==> src/rtl/systolic_result_writer_if.sv <==
// Result-drain bus: start/capture side plus the valid/ready output stream.
interface systolic_result_writer_if #(
  parameter int ROW   = 4,
  parameter int COL   = 4,
  parameter int WIDTH = 16,
  parameter int AW    = 4
);
  logic                       cs;
  logic                       start;
  logic [ROW*COL*WIDTH-1:0]   result_in;
  logic                       out_ready;
  logic                       out_valid;
  logic [WIDTH-1:0]           out_data;
  logic [AW-1:0]              out_addr;
  logic                       out_last;
  logic                       busy;
  logic                       done;

  // Controller / downstream side.
  modport master (
    output cs, start, result_in, out_ready,
    input  out_valid, out_data, out_addr, out_last, busy, done
  );

  // Writer side.
  modport slave (
    input  cs, start, result_in, out_ready,
    output out_valid, out_data, out_addr, out_last, busy, done
  );
endinterface

==> src/rtl/systolic_result_writer.sv <==
// Snapshots the flattened ROW x COL result matrix on start and streams it
// out row-major, one element per beat, over a registered valid/ready port.
module systolic_result_writer #(
  parameter int ROW   = 4,
  parameter int COL   = 4,
  parameter int WIDTH = 16,
  parameter int AW    = 4
) (
  input  logic                    clk,
  input  logic                    rst,
  systolic_result_writer_if.slave bus
);
  localparam int            N    = ROW * COL;
  localparam logic [AW-1:0] LAST = AW'(N - 1);

  typedef enum logic [1:0] {IDLE, STREAM, FIN} state_t;

  state_t                  state_q, state_d;
  logic [N-1:0][WIDTH-1:0] buf_q;

  logic             accept, xfer, xfer_last;
  logic [AW-1:0]    nxt_addr;
  logic [WIDTH-1:0] nxt_data;

  logic             valid_d, last_d, busy_d, done_d;
  logic [WIDTH-1:0] data_d;
  logic [AW-1:0]    addr_d;

  assign accept    = (state_q == IDLE) && bus.start && bus.cs;
  assign xfer      = (state_q == STREAM) && bus.out_valid && bus.out_ready;
  assign xfer_last = xfer && (bus.out_addr == LAST);
  assign nxt_addr  = bus.out_addr + AW'(1);

  // Element lookup for the following beat, read from the snapshot only.
  always_comb begin
    nxt_data = '0;
    for (int k = 0; k < N; k++)
      if (nxt_addr == AW'(k)) nxt_data = buf_q[k];
  end

  // State register.
  always_ff @(posedge clk) begin
    if (rst) state_q <= IDLE;
    else     state_q <= state_d;
  end

  // Next state: starts outside IDLE are dropped, FIN lasts one cycle.
  always_comb begin
    state_d = state_q;
    case (state_q)
      IDLE:    if (accept)    state_d = STREAM;
      STREAM:  if (xfer_last) state_d = FIN;
      FIN:                    state_d = IDLE;
      default:                state_d = IDLE;
    endcase
  end

  // Next values of the registered outputs; hold by default so a stalled
  // beat keeps data/addr/last stable.
  always_comb begin
    valid_d = bus.out_valid;
    data_d  = bus.out_data;
    addr_d  = bus.out_addr;
    last_d  = bus.out_last;
    busy_d  = bus.busy;
    done_d  = 1'b0;
    case (state_q)
      IDLE: if (accept) begin
        valid_d = 1'b1;
        data_d  = bus.result_in[WIDTH-1:0];
        addr_d  = '0;
        last_d  = (N == 1);
        busy_d  = 1'b1;
      end
      STREAM: if (xfer_last) begin
        valid_d = 1'b0;
        last_d  = 1'b0;
        busy_d  = 1'b0;
        done_d  = 1'b1;
      end else if (xfer) begin
        data_d  = nxt_data;
        addr_d  = nxt_addr;
        last_d  = (nxt_addr == LAST);
      end
      default: ;
    endcase
  end

  // Output registers; reset aborts any stream without a done pulse.
  always_ff @(posedge clk) begin
    if (rst) begin
      bus.out_valid <= 1'b0;
      bus.out_data  <= '0;
      bus.out_addr  <= '0;
      bus.out_last  <= 1'b0;
      bus.busy      <= 1'b0;
      bus.done      <= 1'b0;
    end else begin
      bus.out_valid <= valid_d;
      bus.out_data  <= data_d;
      bus.out_addr  <= addr_d;
      bus.out_last  <= last_d;
      bus.busy      <= busy_d;
      bus.done      <= done_d;
    end
  end

  // Snapshot buffer, loaded only on an accepted start so the array can
  // move on to its next tile while this one drains.
  always_ff @(posedge clk) begin
    if (rst)         buf_q <= '0;
    else if (accept) buf_q <= bus.result_in;
  end
endmodule

==> src/flat_wrapper.sv <==
// flat-port wrapper written by rule: the top's interface ports become plain ports
module systolic_result_writer_flat 
#(
  parameter int ROW   = 4,
  parameter int COL   = 4,
  parameter int WIDTH = 16,
  parameter int AW    = 4
)
  (clk, rst, bus_cs, bus_start, bus_result_in, bus_out_ready, bus_out_valid, bus_out_data, bus_out_addr, bus_out_last, bus_busy, bus_done);
  systolic_result_writer_if #(.ROW(ROW), .COL(COL), .WIDTH(WIDTH), .AW(AW)) bus_i ();
  input  logic clk;
  input  logic rst;
  input wire logic [$bits(bus_i.cs)-1:0] bus_cs;
  input wire logic [$bits(bus_i.start)-1:0] bus_start;
  input wire logic [$bits(bus_i.result_in)-1:0] bus_result_in;
  input wire logic [$bits(bus_i.out_ready)-1:0] bus_out_ready;
  output wire logic [$bits(bus_i.out_valid)-1:0] bus_out_valid;
  output wire logic [$bits(bus_i.out_data)-1:0] bus_out_data;
  output wire logic [$bits(bus_i.out_addr)-1:0] bus_out_addr;
  output wire logic [$bits(bus_i.out_last)-1:0] bus_out_last;
  output wire logic [$bits(bus_i.busy)-1:0] bus_busy;
  output wire logic [$bits(bus_i.done)-1:0] bus_done;
  assign bus_i.cs = bus_cs;
  assign bus_i.start = bus_start;
  assign bus_i.result_in = bus_result_in;
  assign bus_i.out_ready = bus_out_ready;
  assign bus_out_valid = bus_i.out_valid;
  assign bus_out_data = bus_i.out_data;
  assign bus_out_addr = bus_i.out_addr;
  assign bus_out_last = bus_i.out_last;
  assign bus_busy = bus_i.busy;
  assign bus_done = bus_i.done;
  systolic_result_writer #(.ROW(ROW), .COL(COL), .WIDTH(WIDTH), .AW(AW)) u_core (.clk(clk), .rst(rst), .bus(bus_i));
endmodule
==> config.mk <==
export PLATFORM = sky130hd
export DESIGN_NAME = systolic_result_writer_flat
export DESIGN_NICKNAME = d
export VERILOG_FILES = /design/src/rtl/systolic_result_writer_if.sv /design/src/rtl/systolic_result_writer.sv /design/src/flat_wrapper.sv
export SDC_FILE = /design/constraint.sdc
export NUM_CORES = 1
export LEC_CHECK = 0
export BUFFER_PORTS_ARGS = -buffer_cell sky130_fd_sc_hd__buf_2
export CAP_MARGIN = 20
export CORE_MARGIN = 4
export CORE_UTILIZATION = 59
export DETAILED_ROUTE_END_ITERATION = 12
export PLACE_DENSITY = 0.85
export SLEW_MARGIN = 5
export SYNTH_ARGS = -nofsm -noshare
export SYNTH_HDL_FRONTEND = slang
export SYNTH_SLANG_ARGS = --single-unit
==> constraint.sdc <==
create_clock -name clk -period 6.9 [get_ports clk]
set_clock_uncertainty 0.15 [all_clocks]
set_input_delay 0.69 -clock clk [delete_from_list [all_inputs] [get_ports clk]]
set_output_delay 0.69 -clock clk [all_outputs]
set_load 0.1 [all_outputs]
=== Word-level counts from Yosys, hierarchy flattened ===
Index checks and enable logic that the tools add are counted.

* Bits in registers: 281
* Bits in latches: 0
* Bits in writable memories: 0
* Bits in read-only memories: 0
* Bits of input ports: 261
* Output and inout bits: 24
* Memories kept: 0

* Add/sub/neg operators: 1
* $mul: 0
* Divide/modulo/power cells: 0
* Order comparisons: 0
* Eq/ne operators: 22
* Shift-type cells: 0
* Multiplexer cells: 35
* Bitwise operators: 1
* Reductions and logical operators: 13

{| class="wikitable"
|+ Operator list
! cell !! count
|-
| two-way mux 16 bit || 19
|-
| == test 4 bit (second input constant) || 9
|-
| case mux 16 bit (2 select lines) || 1
|-
| == test 4 x 3 -> 1 bit (second input constant) || 4
|-
| two-way mux 4 bit || 3
|-
| == test 4 x 2 -> 1 bit (second input constant) || 2
|-
| case mux 4 bit (2 select lines) || 1
|-
| two-way mux 1 bit || 6
|-
| inequality test 2 x 1 -> 1 bit (second input constant) || 3
|-
| AND reduction 3 bit || 2
|-
| logical AND 1 bit || 5
|-
| adder 4 x 1 -> 4 bit (second input constant) || 1
|-
| == test 4 x 1 -> 1 bit (second input constant) || 1
|-
| logical NOT 4 bit || 1
|-
| two-way mux 2 bit || 2
|-
| case mux 1 bit (2 select lines) || 2
|-
| case mux 2 bit (2 select lines) || 1
|-
| AND reduction 4 bit || 1
|-
| inequality test 3 x 1 -> 1 bit (second input constant) || 1
|-
| == test 2 x 1 -> 1 bit (second input constant) || 1
|-
| logical NOT 2 bit || 1
|-
| inequality test 2 bit (second input constant) || 1
|-
| AND reduction 2 bit || 1
|-
| nonzero test 2 bit || 1
|-
| other kinds (2) || 2
|}

=== Depth between registers and ports, before layout ===
Gate-level depths: netlist of run 1.

* Word-level depth: 21
* Mapped depth: 13
* Mapped depth without buffers: 9

=== Least setup slack after synthesis of run 1 ===
OpenSTA, ideal clock, no wires.

* Path kind: register to register
* From: register u_core.bus.out_addr[0]
* To: register u_core.bus.out_data[1]
* Data arrival time: 2896 ps
* Slack: 3716 ps
* Stages on the path, launching flop included: 11
* Buffers on the path: 3
* Period minus slack after synthesis: 3184 ps
* Cell sequence: dfxtp_1 inv_1 ha_1 buf_2 buf_2 clkbuf_1 a41oi_1 o221ai_2 a222oi_1 o2111a_1 a211oi_2

* Word-level cells in the longest chain between the ends: 21
* Elaborated cells on any way between the ends: 40
* Classes of those cells: add/sub (1); eq/ne (17); mux (19); reduce/logical (3)

{| class="wikitable"
|+ Ends and longest elaborated chain
! what !! RTL line !! source
|-
| start, declared || systolic_result_writer_if.sv:28 || <nowiki>output out_valid, out_data, out_addr, out_last, busy, done</nowiki>
|-
| start signal, assigned || systolic_result_writer.sv:101 || <nowiki>bus.out_addr <= addr_d;</nowiki>
|-
| adder 4 x 1 -> 4 bit || systolic_result_writer.sv:32 || <nowiki>assign nxt_addr = bus.out_addr + AW'(1);</nowiki>
|-
| logical NOT 4 bit || systolic_result_writer.sv:38 || <nowiki>if (nxt_addr == AW'(k)) nxt_data = buf_q[k];</nowiki>
|-
| two-way mux 16 bit (16 in a row) || systolic_result_writer.sv:38 ||
|-
| two-way mux 16 bit || systolic_result_writer.sv:80 || <nowiki>end else if (xfer) begin</nowiki>
|-
| two-way mux 16 bit || systolic_result_writer.sv:75 || <nowiki>STREAM: if (xfer_last) begin</nowiki>
|-
| case mux 16 bit (2 select lines) || systolic_result_writer.sv:67 || <nowiki>case (state_q)</nowiki>
|-
| end signal, assigned || systolic_result_writer.sv:100 || <nowiki>bus.out_data <= data_d;</nowiki>
|-
| end, declared || systolic_result_writer_if.sv:28 ||
|}

Parallel ways exist; a longest one is shown, timed or not. The select of a mux whose other input is x is not followed.
A chain may end at the register's enable or synchronous reset.

=== Worst setup path after layout of run 1 ===
* From: register u_core.bus.out_addr[0]
* To: register u_core.bus.out_data[12]

The elaborated chain is that of the path after synthesis.

==> results of run 1 <==
==> state kept, by name (all words and copies together), names as in the netlist <==
register / cells
u_core.buf_q: 256
u_core.bus.busy: 1
u_core.bus.done: 1
u_core.bus.out_addr: 4
u_core.bus.out_data: 16
u_core.bus.out_last: 1
u_core.state_q: 2
==> cell families after synthesis <==
logic type	share of synthesized area, %
flip-flops	42.7
buffers and inverters	6.01
AND/OR/NAND/NOR	24.4
multiplexers	0.304
adder cells (fa/ha/maj)	0.475
AO/OA/AOI/OAI	26.0
XOR/XNOR	0.0666
==> metrics by stage <==
stage,utilization [%],setup slack (ns),cells,total power [µW]
6_report,70.3,3.00,2275,3800
5_1_grt,70.3,2.81,2275,3920
4_1_cts,70.2,3.13,2274,3790
3_5_place_dp,65.8,3.15,2224,2220
3_3_place_gp,65.8,3.20,2224,2210
2_1_floorplan,-,3.72,1812,2040
==> worst max-delay path: cells and delay by family (launching register included) <==
kind | cells | cell delay, ns
adders and majority gates | 1 | 0.68
AOI/OAI and AO/OA | 6 | 2.08
and+or+nand+nor | 1 | 0.25
DFF | 1 | 0.57
==> final cells by class <==
cell class	count	area (µm²)
clock inverter	12	166
fill	1799	6490
tap	280	350
multi-input combinational	1346	6820
clock buffer	38	800
inverter	18	67.6
sequential	281	5630
timing repair buffer	300	1570
==> power groups by stage <==
stage / combinational, µW / clock, µW / sequential (µW)
detailed placement: 425 / 0 / 1790
global route: 474 / 1680 / 1770
CTS: 428 / 1600 / 1760
global placement: 419 / 0 / 1790
finish: 436 / 1600 / 1760
floorplan: 232 / 0 / 1810
==> worst max path at each step <==
stage | from | to | slack (ns) | depth (start not counted)
final | u_core.bus.out_addr[0]$_SDFFE_PP0P_ | u_core.bus.out_data[12]$_SDFFE_PP0P_ | 3.00 | 8
after floorplan | u_core.bus.out_addr[0]$_SDFFE_PP0P_ | u_core.bus.out_data[1]$_SDFFE_PP0P_ | 3.72 | 10
after global routing | u_core.bus.out_addr[0]$_SDFFE_PP0P_ | u_core.bus.out_data[13]$_SDFFE_PP0P_ | 2.81 | 8
after CTS | u_core.bus.out_addr[0]$_SDFFE_PP0P_ | u_core.bus.out_data[12]$_SDFFE_PP0P_ | 3.13 | 8
after detailed placement | u_core.bus.out_addr[0]$_SDFFE_PP0P_ | u_core.bus.out_data[12]$_SDFFE_PP0P_ | 3.15 | 8
after global placement | u_core.bus.out_addr[0]$_SDFFE_PP0P_ | u_core.bus.out_data[12]$_SDFFE_PP0P_ | 3.20 | 8
==> cells in the final DEF, fill, tap and decap left out, drive strengths merged, types with 2 or more instances in the layout <==
master	netlist	routed
o211ai	4	4
and3	2	2
and2	4	4
a221oi	2	2
a41oi	13	13
nand3	11	11
a311oi	3	3
ha	5	5
a211o	13	13
dfxtp	281	281
a31o	3	3
clkinv	0	7
clkbuf	113	39
o2111a	13	13
bufinv	0	4
o221ai	26	26
nand4	4	4
a222oi	13	13
nor2b	20	20
nand2b	3	3
inv	18	18
nand2	656	656
nor4bb	2	2
a211oi	15	15
a32oi	3	3
a31oi	7	7
nor3	18	18
mux2i	4	4
buf	54	299
or2	2	2
nand3b	28	28
nor2	25	25
o21ai	59	59
o22ai	18	18
a21oi	360	360
==> per-layer routing <==
layer	part of all wire (%)	wire (µm)	vias up	global-route usage (%)
met5	0	0	-	0
li1	-	-	6500	-
met1	40	18400	6315	48.3
met3	11	4920	141	7.20
met4	4.9	2250	0	13.3
met2	44	20000	789	52.6
==> results.tsv, run 1 <==
stage	metric	value	unit
routing	routed_wl	45500	µm
floorplan	die_h	157	µm
sta	maxSlewHeadroom	30.6	%
sta	fin_hold_ws	0.213	ns
yosys	yosysMostFrequentCell	nand2_1	
floorplan	coreArea	21900	µm²
routing	wl_per_cell	20.0	µm
power	pwr-share-comb	11.5	%
power	ir_drop	196	µV
worst_setup_path	r2r_start	u_core.bus.out_addr[0]$_SDFFE_PP0P_	
run_status	run_status	completed	
yosys	ys_warn_count	0	
cts	cts_buffers	28	
yosys	synth_edf_count	0	
yosys	synthTopCellsByArea	dfxtp_1 43%, nand2_1 19%, a21oi_1 14%	
place	post_dp_cell_area	14400	µm²
routing	route.vias.total	13700	
yosys	yosysTopAreaCellShare	42.7	%
sta	tightest_slew	1.04	ns
cts	ctsHoldBuffers	0	
routing	viasPerCell	6.04	
floorplan	initial_core_util	60.1	%
routing	final_antenna_net_count	0	
sta	grt_setup_unrepaired	no	
yosys	synth_fp_nets	2078	
cells_and_area	drive_gt1_share	19.2	%
yosys	netlist_instances	1812	
floorplan	die_x	157	µm
yosys	synth_cell_types	59	
cells_and_area	num_antenna_cells	0	
sta	layout_min_cycle_time	3.90	ns
sta	setup_viol	0	
grt	grt_pass1_vias	12000	
worst_setup_path	crit_fanout	17	
worst_setup_path	crit_path_end_kind	flip-flop	
yosys	yosys_most_used_dff	dfxtp_1	
run	cap_violations	0	
power	pwr-share-seq	46.4	%
grt	grt_usage	34.5	%
worst_setup_path	crit_slowest_cell	a21oi_2	
power	intPower	2810	µW
routing	first_pass_iters	9	
worst_setup_path	critical_path_class	reg2reg	
power	pwr-share-clk	42.1	%
place	portBuffers	284	
worst_setup_path	required	7.17	ns
yosys	synth_seq_area_share	42.7	%
worst_hold_path	min_path_type	in2reg	
sta	max_freq	0.257	GHz
cts	cts_tree	done	
cts	clk_pin_slew_worst_paths	0.07	ns
cts	cts_resized	0	
floorplan	io-pin-count	285	
cts	cts.path.max_buffers	3	
yosys	async_flop_share	0	%
worst_setup_path	worstPathCellList	ha_1, or2_2, o21ai_4, a21oi_2, o221ai_1, a222oi_1, o2111a_1, a211oi_2	
cts	cts.htree.levels	1	
worst_setup_path	ff2ff_setup_slack	3.00	ns
place	dp_hpwl	32800	µm
cts	clk_latency	0.56	ns
power	pwr_density_cell	247	nW/µm²
cells_and_area	design_area	15400	µm²
power	p_leak	0.00585	µW
sta	drv_slew	0	
floorplan	die-area	24800	µm²
yosys	synth-seq-cells	281	
routing	drtIter0Drc	1941	
grt	grt_max_degree	121	
place	gp_congestion	1.08	
worst_setup_path	startpoint_type	flip-flop	
yosys	netlist_top_cells_count	655 x nand2_1, 357 x a21oi_1, 281 x dfxtp_1, 112 x clkbuf_1, 54 x o21ai_0	
yosys	yosys.area.top_type	dfxtp_1	
power	switching_share	26.1	%
floorplan	num_rows	54	
worst_setup_path	rr_endpoint	u_core.bus.out_data[12]$_SDFFE_PP0P_	
cts	cts.sinks	281	
worst_hold_path	hold_end	u_core.buf_q[20]$_SDFFE_PP0P_	
sta	hold_violations	0	
yosys	synth_area	13200	µm²
worst_hold_path	hold_depth	3	
worst_setup_path	cp_slowest_stage_delay	0.74	ns
worst_hold_path	min-delay-start	bus_result_in[20]	
routing	drc	0	
power	p_sw	990	µW
grt	antenna_found_initial	0	
cts	postCtsSetupRepairBufs	0	
sta	setup_tns	0	ns
yosys	avgSynthCellArea	7.26	µm²
cts	root_buffer	clkbuf_16	
grt	grt_overflow_total	0	
worst_setup_path	r2r_cells	8	
cells_and_area	nNetsFinal	2241	
worst_setup_path	crit_arrival	4.16	ns
sta	period_share	56.5	%
cells_and_area	syn_to_final_growth	17.0	%
grt	grt_pass1_wl	67600	µm
No activity file was read; power rests on OpenSTA's default activity.
==> run 2: changes to the inputs <==
Settings changed: CORE_UTILIZATION 59 to 50, PLACE_DENSITY 0.85 to 0.76.
Clock period 6.9 ns to 3.5 ns, I/O delays scaled along.
==> run 2 against run 1 <==
Net effect:
- critical path depth increased by 2
- sequential cell count is the same
- non-clock buffer count increased by 274
- register-to-register slack got worse by 2.8 ns
- combinational power increased to 2.6 times the previous value
- critical endpoint is now u_core.bus.out_data[2]$_SDFFE_PP0P_
==> results.tsv, run 2 (synthesis results as in run 1) <==
stage	metric	value	unit
run_status	run_status	completed	
floorplan	die_x	170	µm
cells_and_area	multiInputGateArea	6830	µm²
cts	cts_tree	done	
grt	grt_overflow_total	0	
cts	cts_resized	0	
worst_setup_path	ff2ff_setup_slack	0.23	ns
cells_and_area	max_flop_register	u_core.buf_q	
worst_setup_path	cp_slowest_stage_delay	0.65	ns
power	pwr-share-clk	42.6	%
routing	drc	0	
power	ir_drop	443	µV
sta	setup_viol	0	
cells_and_area	final_common_cell	nand2_1	
worst_setup_path	required	3.75	ns
cells_and_area	largest_register_ffs	256	
worst_hold_path	min_path_type	in2reg	
worst_setup_path	cpMostUsedCell	a21oi_1	
grt	grt_pass1_wl	81700	µm
power	switching_share	26.0	%
power	p_sw	2090	µW
power	p_leak	0.00707	µW
cells_and_area	ff_latch_area	5630	µm²
place	dp_hpwl	33500	µm
cells_and_area	nNetsFinal	2515	
cts	cts.sinks	281	
worst_setup_path	crit_slowest_cell	ha_4	
grt	grt_usage	35.4	%
power	pwr_density_cell	439	nW/µm²
cts	postCtsSetupRepairBufs	0	
place	portBuffers	284	
routing	final_antenna_net_count	0	
sta	grt_setup_unrepaired	no	
worst_setup_path	rr_endpoint	u_core.bus.out_data[2]$_SDFFE_PP0P_	
sta	maxSlewHeadroom	29.7	%
sta	setup_tns	0	ns
cts	cts_buffers	28	
cells_and_area	syn_to_final_growth	39.1	%
floorplan	coreArea	26000	µm²
cells_and_area	drive_gt1_share	18.0	%
worst_setup_path	startpoint_type	flip-flop	
worst_setup_path	crit_fanout	84	
floorplan	die_h	170	µm
routing	viasPerCell	5.94	
cts	clk_latency	0.55	ns
worst_setup_path	crit_arrival	3.52	ns
place	post_dp_cell_area	14600	µm²
floorplan	initial_core_util	50.6	%
routing	routed_wl	54500	µm
run	cap_violations	0	
grt	grt_pass1_vias	15000	
worst_setup_path	cpLargestDelayFamily	compound AO/OA/AOI/OAI gates	
sta	tightest_slew	1.05	ns
cts	root_buffer	clkbuf_16	
sta	max_freq	0.306	GHz
cells_and_area	design_area	18300	µm²
floorplan	io-pin-count	285	
worst_setup_path	critPathBufInv	2	
worst_setup_path	crit_path_end	u_core.bus.out_data[2]$_SDFFE_PP0P_	
cells_and_area	fillers	1965	
sta	period_share	93.4	%
worst_setup_path	critical_path_class	reg2reg	
grt	antenna_found_initial	3	
sta	hold_violations	0	
worst_setup_path	worstPathCellList	buf_4, inv_1, ha_4, nand3b_1, a21oi_1, a21oi_1, o221ai_2, a222oi_1, o2111a_1, a211oi_2	
cts	clk_pin_slew_worst_paths	0.07	ns
cts	cts.htree.levels	1	
routing	drtIter0Drc	2143	
cells_and_area	final_cell_mix	655 x nand2_1, 357 x a21oi_1, 283 x buf_2	
sta	layout_min_cycle_time	3.27	ns
power	intPower	5940	µW
worst_setup_path	crit_cells	10	
power	pwr-share-comb	14.0	%
place	gp_congestion	0.945	
routing	route.vias.total	15500	
worst_setup_path	critPathLaunch	u_core.bus.out_addr[0]$_SDFFE_PP0P_	
cts	ctsHoldBuffers	256	
routing	wl_per_cell	20.9	µm
routing	first_pass_iters	6	
worst_setup_path	r2r_start	u_core.bus.out_addr[0]$_SDFFE_PP0P_	
sta	drv_slew	0	
worst_setup_path	crit_path_end_kind	flip-flop	
power	pwr-share-seq	43.4	%
worst_hold_path	min-delay-start	bus_out_ready	
worst_setup_path	r2r_cells	10	
cts	cts.path.max_buffers	3	
cells_and_area	largestRegisters	u_core.buf_q x256, u_core.bus.out_data x16, u_core.bus.out_addr x4	
grt	grt_max_degree	197	
floorplan	die-area	29000	µm²
floorplan	num_rows	59	
[run 2: changes by cell type in the layout (fill, tap and decap cells not counted)]
cell / before / now
a31oi_1: 7 / 6
a31oi_2: 0 / 1
buf_12: 0 / 2
buf_4: 15 / 31
bufinv_16: 4 / 6
clkbuf_1: 5 / 2
clkbuf_8: 5 / 8
diode_2: 0 / 5
dlygate4sd3_1: 0 / 256
[run 2: metrics by stage]
stage | cells | setup WS, ns | hold slack [ns] | util, % | power (µW)
after floorplan | 1812 | 0.316 | 0.286 | - | 4030
after global placement | 2297 | 0.390 | 0.293 | 56.3 | 4370
after detailed placement | 2297 | 0.374 | 0.297 | 56.3 | 4380
after CTS | 2605 | 0.361 | 0.0794 | 70.3 | 7950
after global routing | 2609 | 0.118 | 0.121 | 70.4 | 8240
final | 2611 | 0.231 | 0.0907 | 70.4 | 8030
[run 2: worst reg2reg max path: cells and delay by family (launching register included)]
family	cells	cell delay, ns
flip-flops	1	0.32
buffers and inverters	2	0.33
AND/OR/NAND/NOR	1	0.20
adder cells (fa/ha/maj)	1	0.65
AO/OA/AOI/OAI	6	1.46
[run 2: how the worst min path moves through the flow]
| stage | slack [ns] | endpoint | depth (start not counted) |
|---|---|---|---|
| floorplan | 0.29 | u_core.buf_q[106]$_SDFFE_PP0P_ | 2 |
| global placement | 0.29 | u_core.buf_q[161]$_SDFFE_PP0P_ | 2 |
| detailed placement | 0.30 | u_core.buf_q[221]$_SDFFE_PP0P_ | 2 |
| CTS | 0.08 | u_core.bus.out_last$_SDFFE_PP0P_ | 4 |
| global route | 0.12 | u_core.bus.out_last$_SDFFE_PP0P_ | 4 |
| finish | 0.09 | u_core.bus.out_last$_SDFFE_PP0P_ | 4 |
[run 2: power by group through the flow]
stage / combinational (µW) / sequential [µW] / clock [µW]
2_1_floorplan: 457 / 3570 / 0
3_3_place_gp: 829 / 3540 / 0
3_5_place_dp: 840 / 3540 / 0
4_1_cts: 1060 / 3470 / 3410
5_1_grt: 1200 / 3490 / 3540
6_report: 1130 / 3480 / 3420
[run 2: layer usage]
metal	part of all wire, %	vias up	global-route usage, %
met5	0	-	0
met4	6.0	0	17.2
met3	10	239	6.74
met2	46	1048	59.1
met1	38	7172	44.0
li1	-	7051	-
[run 2: area by class of cell]
class	instances	share of cell area [%]
clock buffers	38	4.53
well taps	335	2.29
flip-flops and latches	281	30.7
clock inverters	14	1.24
diodes	5	0.0684
repair buffers	574	23.5
multi-input cells	1346	37.3
inverters	18	0.369
